==> src/rtl/sigma_delta_adc.sv <==
// First-order sigma-delta ADC front end with an N-stage CIC decimator.
// Comparator bit in, feedback bit out, unsigned PCM samples with a valid strobe.
module sigma_delta_adc #(
    parameter int OVERSAMPLE_RATE = 256,
    parameter int CIC_STAGES      = 2,
    parameter int ADC_BITLEN      = 24
) (
    input  logic                  clk,
    input  logic                  rst,
    input  logic                  adc_cmp,
    output logic                  adc_fb,
    output logic [ADC_BITLEN-1:0] adc_output,
    output logic                  adc_valid
);

    localparam int LR  = $clog2(OVERSAMPLE_RATE);
    localparam int W   = CIC_STAGES * LR;
    localparam int AW  = W + 1;
    localparam int WCW = $clog2(CIC_STAGES + 1);
    localparam logic [AW-1:0] FULL = {1'b1, {W{1'b0}}};

    if (OVERSAMPLE_RATE <= CIC_STAGES + 1 ||
        OVERSAMPLE_RATE < 4 || OVERSAMPLE_RATE > 1024 ||
        (OVERSAMPLE_RATE & (OVERSAMPLE_RATE - 1)) != 0 ||
        CIC_STAGES < 1 || CIC_STAGES > 5 ||
        ADC_BITLEN < 8 || ADC_BITLEN > 32) begin : g_bad_cfg
        $error("sigma_delta_adc: unsupported parameter set");
    end

    typedef enum logic {
        WARMUP,
        RUN
    } state_e;

    logic                  sync1_q;
    logic                  sync2_q;
    logic                  fb_q;
    logic [LR-1:0]         cnt_q;
    logic [LR-1:0]         cnt_d;
    logic                  strobe;
    logic [AW-1:0]         int_q [CIC_STAGES];
    logic [AW-1:0]         int_d [CIC_STAGES];
    logic [AW-1:0]         st_q  [CIC_STAGES];
    logic [AW-1:0]         dl_q  [CIC_STAGES];
    logic [CIC_STAGES-1:0] vld_q;
    logic [CIC_STAGES-1:0] pub_q;
    state_e                state_q;
    state_e                state_d;
    logic [WCW-1:0]        wcnt_q;
    logic [WCW-1:0]        wcnt_d;
    logic [AW-1:0]         y;
    logic [ADC_BITLEN-1:0] sc;
    logic [ADC_BITLEN-1:0] s;
    logic [ADC_BITLEN-1:0] out_q;
    logic                  valid_q;

    always_comb begin
        cnt_d    = cnt_q + LR'(1);
        strobe   = &cnt_q;
        int_d[0] = int_q[0] + AW'(fb_q);
        for (int k = 1; k < CIC_STAGES; k++) begin
            int_d[k] = int_q[k] + int_q[k-1];
        end
    end

    always_comb begin
        state_d = state_q;
        wcnt_d  = wcnt_q;
        unique case (state_q)
            WARMUP: begin
                if (strobe) begin
                    if (wcnt_q == WCW'(CIC_STAGES - 1)) begin
                        state_d = RUN;
                    end else begin
                        wcnt_d = wcnt_q + WCW'(1);
                    end
                end
            end
            RUN: state_d = RUN;
        endcase
    end

    // The last comb stage is folded into the scaling register.
    assign y = st_q[CIC_STAGES-1] - dl_q[CIC_STAGES-1];

    if (ADC_BITLEN <= W) begin : g_shr
        assign sc = y[W-1 -: ADC_BITLEN];
    end else begin : g_shl
        assign sc = {y[W-1:0], {(ADC_BITLEN - W){1'b0}}};
    end

    assign s = (y == FULL) ? '1 : sc;

    always_ff @(posedge clk) begin
        if (rst) begin
            sync1_q <= 1'b0;
            sync2_q <= 1'b0;
            fb_q    <= 1'b0;
            cnt_q   <= '0;
            state_q <= WARMUP;
            wcnt_q  <= '0;
            vld_q   <= '0;
            pub_q   <= '0;
            out_q   <= '0;
            valid_q <= 1'b0;
            for (int k = 0; k < CIC_STAGES; k++) begin
                int_q[k] <= '0;
                st_q[k]  <= '0;
                dl_q[k]  <= '0;
            end
        end else begin
            sync1_q <= adc_cmp;
            sync2_q <= sync1_q;
            fb_q    <= sync2_q;
            cnt_q   <= cnt_d;
            state_q <= state_d;
            wcnt_q  <= wcnt_d;
            for (int k = 0; k < CIC_STAGES; k++) begin
                int_q[k] <= int_d[k];
            end
            // Publish flag travels with its sample so warm-up strobes are dropped.
            vld_q[0] <= strobe;
            pub_q[0] <= strobe && (state_q == RUN);
            if (strobe) begin
                st_q[0] <= int_q[CIC_STAGES-1];
            end
            for (int k = 1; k < CIC_STAGES; k++) begin
                vld_q[k] <= vld_q[k-1];
                pub_q[k] <= pub_q[k-1];
                if (vld_q[k-1]) begin
                    st_q[k]   <= st_q[k-1] - dl_q[k-1];
                    dl_q[k-1] <= st_q[k-1];
                end
            end
            if (vld_q[CIC_STAGES-1]) begin
                dl_q[CIC_STAGES-1] <= st_q[CIC_STAGES-1];
            end
            valid_q <= pub_q[CIC_STAGES-1];
            if (pub_q[CIC_STAGES-1]) begin
                out_q <= s;
            end
        end
    end

    assign adc_fb     = fb_q;
    assign adc_output = out_q;
    assign adc_valid  = valid_q;

endmodule

==> config.mk <==
export PLATFORM = sky130hd
export DESIGN_NAME = sigma_delta_adc
export DESIGN_NICKNAME = d
export VERILOG_FILES = /design/src/rtl/sigma_delta_adc.sv
export SDC_FILE = /design/constraint.sdc
export NUM_CORES = 1
export LEC_CHECK = 0
export CAP_MARGIN = 20
export CORE_UTILIZATION = 66
export CTS_BUF_LIST = sky130_fd_sc_hd__clkbuf_8 sky130_fd_sc_hd__clkbuf_16
export DETAILED_ROUTE_END_ITERATION = 10
export PLACE_DENSITY = 0.9
export SLEW_MARGIN = 20
export SYNTH_ARGS = -nofsm -noshare
export SYNTH_HDL_FRONTEND = slang
export SYNTH_SLANG_ARGS = --single-unit
==> constraint.sdc <==
create_clock -name clk -period 7.5 [get_ports clk]
set_input_delay 1.125 -clock clk [delete_from_list [all_inputs] [get_ports clk]]
set_output_delay 1.125 -clock clk [all_outputs]
set_load 0.02 [all_outputs]
==> metrics.cfg <==
[synth]
synth_top_area_share = 0.2793
async_flop_share = 0
yosys_register_bits = 138
synth_commonest_cells = 78 x nor2_1, 70 x dfxtp_1, 68 x edfxtp_1, 52 x ha_1, 49 x and2_1
synth_nets = 788
synth_edf_count = 68
yosys_warnings = 0
syn_area_um2 = 7311
synth_area_leaders = edfxtp_1 28%, dfxtp_1 19%, ha_1 8.9%
synth.most_common_cell = nor2_1
synth_top_cell_by_area = edfxtp_1
syn_area_per_cell_um2 = 10.01
ys.flop_type = dfxtp_1
synth_cells = 730
yosysUniqueCellTypes = 57
synth.yosys.seq_area_share = 0.4710

[sta]
setup_viol = 0
clock.fmax_ghz = 0.3296
hold_viol_final = 0
setup_tns_ns = 0
slew_viol_final = 0
worstMarginPinSlew_ns = 0.9510
finalCritPeriodShare = 0.4046
rsz0062_at_grt = false
finalCriticalPeriod_ns = 3.034
maxSlewHeadroom = 0.3652
skew_ns = 0.005443
whs_ns = 0.4490

[worst_setup_path]
ff2ff_path_depth = 11
rr_endpoint = adc_output[18]
critPathKind = reg2reg
required_ns = 7.96
start_kind = flip-flop
end_kind = flip-flop
critPathLaunch = st_q[0][17]
worst-path-max-fanout = 16
regToRegStartpoint = st_q[0][17]
crit_arrival_ns = 3.49
r2r_slack_ns = 4.47
cp-endpoint = adc_output[18]

[floorplan]
core.rowCount = 38
chipHeight_um = 107.2
io-pin-count = 29
initial_utilization = 0.6774
die_area_um2 = 11500
die_x_um = 107.2
core_area_um2 = 10790

[routing]
drt_wl_total_um = 13680
via_per_inst = 5.841
vias = 5292
drc_errors = 0
first_iter_violations = 231
dr.pass1.iters = 4
wire_per_inst_um = 15.10
drtAntennaViolNets = 0

[cts]
cts_made_buffers = 17
hold_buffers = 0
cts_root_buffer = clkbuf_8
postCtsSetupBuffers = 0
path_clk_slew_ns = 0.06
insertion_delay_ns = 0.54
cts_htree_levels = 4
clockBufferDepth = 2
cts_num_sinks = 138
ctsResizeCount = 0
cts_tree = done

[status]
outcome = complete, no violations

[power_and_ir_drop]
pwr-share-comb = 0.072
p_sw_frac = 0.2253
power.switching_uw = 393.5
p_int_uw = 1353
power.density_nw_per_um2 = 212.5
leakagePower_uw = 0.003331
vdd_drop_max_uv = 187.7
fin_total_pwr_uw = 1747
p_clk_frac = 0.463
power_frac_seq = 0.465

[placed_design]
dp_hpwl_um = 9719
gp_congestion = 0.8493
io_buffers = 28

[grt]
overflow = 0
grt_pass1_vias = 5346
grt_first_pass_wirelength_um = 23810
grt_antenna_before_repair = 0
grt_max_degree = 80
grt_usage = 0.2669

[worst_hold_path]
hold_path_startpoint = sync2_q
hp-class = reg2reg

[layout]
nNetsFinal = 811
drive_gt1_frac = 0.06658
syn_to_final_growth_pct = 12.46
final_util = 0.7618
antennaDiodeCount = 0

[job]
drv_cap = 0

-- cell usage in the layout, fill, tap and decap left out, types with 3 or more instances in the layout --
cell type        synthesis  layout
ha_1                    52      52
nand3_1                 17      17
a211o_1                  3       3
xor2_1                  31      31
inv_1                   45      48
or3_1                    6       6
mux2i_1                 13      13
clkinv_2                 0       4
nor2b_1                 25      25
o31ai_1                  7       7
dfxtp_1                 70      70
bufinv_16                0       3
xnor2_1                 22      22
edfxtp_1                68      68
clkbuf_16                0      16
nand2b_1                 6       6
a31oi_1                  5       5
a211oi_1                 9       9
a21oi_1                 29      29
nand2_1                 28      28
nor3_1                  22      22
a21o_1                  10      10
buf_4                    7       3
o21ai_0                 32      32
or2_2                    7       7
o21a_1                  10      10
fa_1                     3       3
o21ai_2                  7       7
nor2_1                  78      78
nand4_1                  8       8
o21ai_1                  6       6
and2_1                  49      49
and3_1                   5       5
or4_1                    3       3
a21boi_0                 3       3
clkdlybuf4s50_1          0      27
clkinvlp_4               0       4
-- flip-flops by register name (all words and copies together) (netlist names), 2 cells and up --
name        flops
dl_q           34
int_q          34
st_q           34
adc_output     17
cnt_q           8
pub_q           2
vld_q           2
wcnt_q          2
-- layout make-up --
class                           instances  area, um2
Sequential cell                       138       3443
Timing Repair Buffer                   31      297.8
Fill cell                             723       2571
Clock buffer                           17      414.1
Clock inverter                         15      160.2
Tap cell                              140      175.2
Inverter                               45      168.9
Multi-Input combinational cell        520       3562
-- critical path, stage by stage (launching register included) --
cell and delay (ns):
edfxtp_1 0.32, inv_1 0.06, ha_1 0.22, fa_1 0.43
xnor2_1 0.19, or4b_1 0.51, a21oi_1 0.12, o311ai_1 0.10
nor4_1 0.22, and4bb_1 0.30, nand4_4 0.28, o21ai_1 0.20
-- per-stage QoR --
stage	worst slack, ns	cell area, um2	cells
after floorplan	4.765	7311	730
after global placement	4.116	7647	874
after detailed placement	4.016	7647	874
after CTS	4.457	8222	906
after global routing	4.203	8222	906
final	4.466	8222	906
-- cells by family (layout without fill, tap and decap cells) --
family,after synthesis,count (layout),share of synthesized area
muxes,14,14,0.01934
xor gates and xnor gates,53,53,0.06349
buffers and inverters,72,108,0.04176
DFF,138,138,0.4710
and+or+nand+nor,265,265,0.1912
AOI/OAI and AO/OA,133,133,0.1160
adders and majority gates,55,55,0.09721
-- power groups by stage --
stage / logic, uW / clock network (uW) / registers [uW]
finish: 126 / 809 / 812
global route: 140 / 845 / 813
CTS: 125 / 817 / 812
detailed placement: 124 / 0 / 827
global placement: 118 / 0 / 827
floorplan: 99.1 / 0 / 825
-- routing by layer --
layer	wire length (um)	vias to the layer above	track usage
met1	5656	2556	0.2857
met3	433	25	0.05957
met5	0	-	0
li1	-	2613	-
met4	294	0	0.1184
met2	7300	98	0.4982
-- worst min path at each step --
stage                     cells after the start  slack (ns)        to
after global routing                          1        0.46    adc_fb
after detailed placement                      1        0.44    adc_fb
after floorplan                               1        0.41    adc_fb
after CTS                                     1        0.45  cnt_q[0]
after global placement                        1        0.43    adc_fb
final                                         1        0.45    adc_fb
(Power assumes the default switching activity.)
==> edit, RTL diff (same settings) <==
Set the parameter `CIC_STAGES` to 1 (it was 2).
--- a/src/rtl/sigma_delta_adc.sv
+++ b/src/rtl/sigma_delta_adc.sv
@@ -4,3 +4,3 @@
     parameter int OVERSAMPLE_RATE = 256,
-    parameter int CIC_STAGES      = 2,
+    parameter int CIC_STAGES      = 1,
     parameter int ADC_BITLEN      = 24
Behaviour: no difference found for any inputs over 10 cycles, from zero or initial values and one cycle with rst high; that may be too few to reach the edited logic, so the function may still have changed.
==> edit against the original RTL <==
- sequential cell count down 87
- wire length down 72%
- power down 71%
- design area down 66%
- synthesized area down 66%
- first-iteration DRC count down 78%
- setup slack better by 290 ps
- synthesized cell count down 66%
- highest routed layer unchanged
==> edit: results (changes against the original RTL) <==
- VDD IR-drop max: 153.8 uV (-18%)
- Drt via density: 5.322 (-8.9%)
- R2R depth: 9 (-2)
- Top Family by Delay on Critical Path: buffers and inverters
- Reg-to-Reg Start: st_q[0][0]
- EDFF count, synth: 18 (-74%)
- Htree depth: 2 (-2)
- Slowest cell on crit path: clkdlybuf4s50_1
- Setup bufs post-CTS: 0 (unchanged)
- Leak Pwr: 0.001037 uW (-69%)
- Distinct cells, synth: 40 (-30%)
- CTS buffer count: 5 (-12)
- Slew @ Worst Pin: 504.6 ps (-446.4 ps)
- Worst path max stage delay: 710 ps (+200 ps)
- Worst-path fanout max: 17 (+1)
- Reg-to-Reg End: adc_output[20]
- Inst Count DP: 299 (-66%)
- Syn nets: 261 (-67%)
- DP Wirelength: 2817 um (-71%)
- Layout cells sized above 1: 0.05747 (-0.009108)
- Hold Crit Start: sync1_q
- Tot GR Track Use: 0.2240 (-0.04283)
- Sw Share: 0.2340 (+0.008662)
- Gpl congestion: 0.8754 (+3.1%)
- Synth Cell Area: 0.002469 mm2 (-66%)
- N_diodes: 0 (unchanged)
- Top post-synthesis cells by count: dfxtp_1, nor2_1, and2_1, edfxtp_1, buf_4
- Hold path endpoint: sync2_q
- Drt wl/cell: 12.68 um (-16%)
- Largest net degree at the start of global routing: 33 (-59%)
- Clk_skew: 4.251 ps (-1.193 ps)
- Vias: 1,634 (-69%)
- Worst EP arrival: 1620 ps (-1870 ps)
- Clk Latency, worst-skew pair: 300 ps (-240 ps)
- Status: complete, no violations
- Mapped Avg Cell Area: 10.04 um2 (+0.20%)
- DP Area: 0.002668 mm2 (-65%)
- Vias in the first global route: 1,533 (-71%)
- Top post-synthesis cells by area: dfxtp_1, edfxtp_1, ha_1
- Seq/Total Area, Yosys: 0.4866 (+0.01558)
- First-pass GRT wire length: 6844 um (-71%)
- Nets: 275 (-66%)
- R2R setup slack: 5020 ps (+550 ps)
- Async SR Flop Fraction: 0 (unchanged)
- Clock-pin slew on the worst setup and hold paths: 90 ps (+30 ps)
==> edit: cell count changes after synthesis, moves of 22 or more <==
| cell | change |
|---|---|
| inv_1 | -33 |
| xor2_1 | -22 |
| dfxtp_1 | -37 |
| edfxtp_1 | -50 |
| nor2_1 | -50 |
| o21ai_0 | -26 |
| ha_1 | -41 |
| and2_1 | -31 |
==> edit: cell families after synthesis <==
group | count (synthesis) | synth area share
xor+xnor | 12 | 0.04258
buf+inv | 34 | 0.07755
compound gates | 38 | 0.1125
simple gates | 96 | 0.2048
fa+ha+maj | 12 | 0.06386
flops | 51 | 0.4866
mux | 3 | 0.01216
==> edit: worst max-delay path by stage <==
stage                      to  cells past startpoint  slack [ps]      startpoint
4_1_cts        adc_output[13]                      1        4710  adc_output[15]
3_5_place_dp   adc_output[20]                      8        5040      dl_q[0][0]
5_1_grt        adc_output[11]                      1        4640  adc_output[15]
6_report       adc_output[13]                      1        4750  adc_output[15]
2_1_floorplan      st_q[0][0]                      3        5200             rst
3_3_place_gp       st_q[0][6]                      2        5110             rst
==> edit: per-layer routing <==
layer | global-route usage | vias up | part of all wire
li1 | - | 861 | -
met1 | 0.2659 | 745 | 0.46
met4 | 0.08721 | 0 | 0.016
met3 | 0.05978 | 7 | 0.027
met5 | 0 | - | 0
met2 | 0.3831 | 21 | 0.50
==> edit: cell type report <==
cell class                      count  area [um2]
Inverter                           12       45.04
Tap cell                           46       57.56
Timing Repair Buffer               29       287.8
Fill cell                         236       701.9
Sequential cell                    51        1201
Clock buffer                        6       82.58
Multi-Input combinational cell    161        1076
Clock inverter                      2       16.27
==> edit: worst reg2reg max path, delay by kind of cell (launching register included) <==
family | cells | cell delay (ps)
AND/OR/NAND/NOR | 2 | 360
AO/OA/AOI/OAI | 3 | 640
buffers and inverters | 1 | 50
adder cells (fa/ha/maj) | 2 | 610
multiplexers | 1 | 400
flip-flops | 1 | 350
==> edit: power groups by stage <==
stage               clock (uW)  sequential (uW)  combinational (uW)
detailed placement           0              300                41.4
CTS                        168              294                41.7
floorplan                    0              300                34.4
global placement             0              300                40.3
global route               177              295                46.5
finish                     164              294                41.6
==> edit: per-stage QoR <==
stage / hold WS, ps / setup slack, ps
finish: 451.8 / 4754
global route: 489.6 / 4641
CTS: 457.9 / 4712
detailed placement: 436.9 / 5038
global placement: 431.0 / 5111
floorplan: 413.8 / 5202
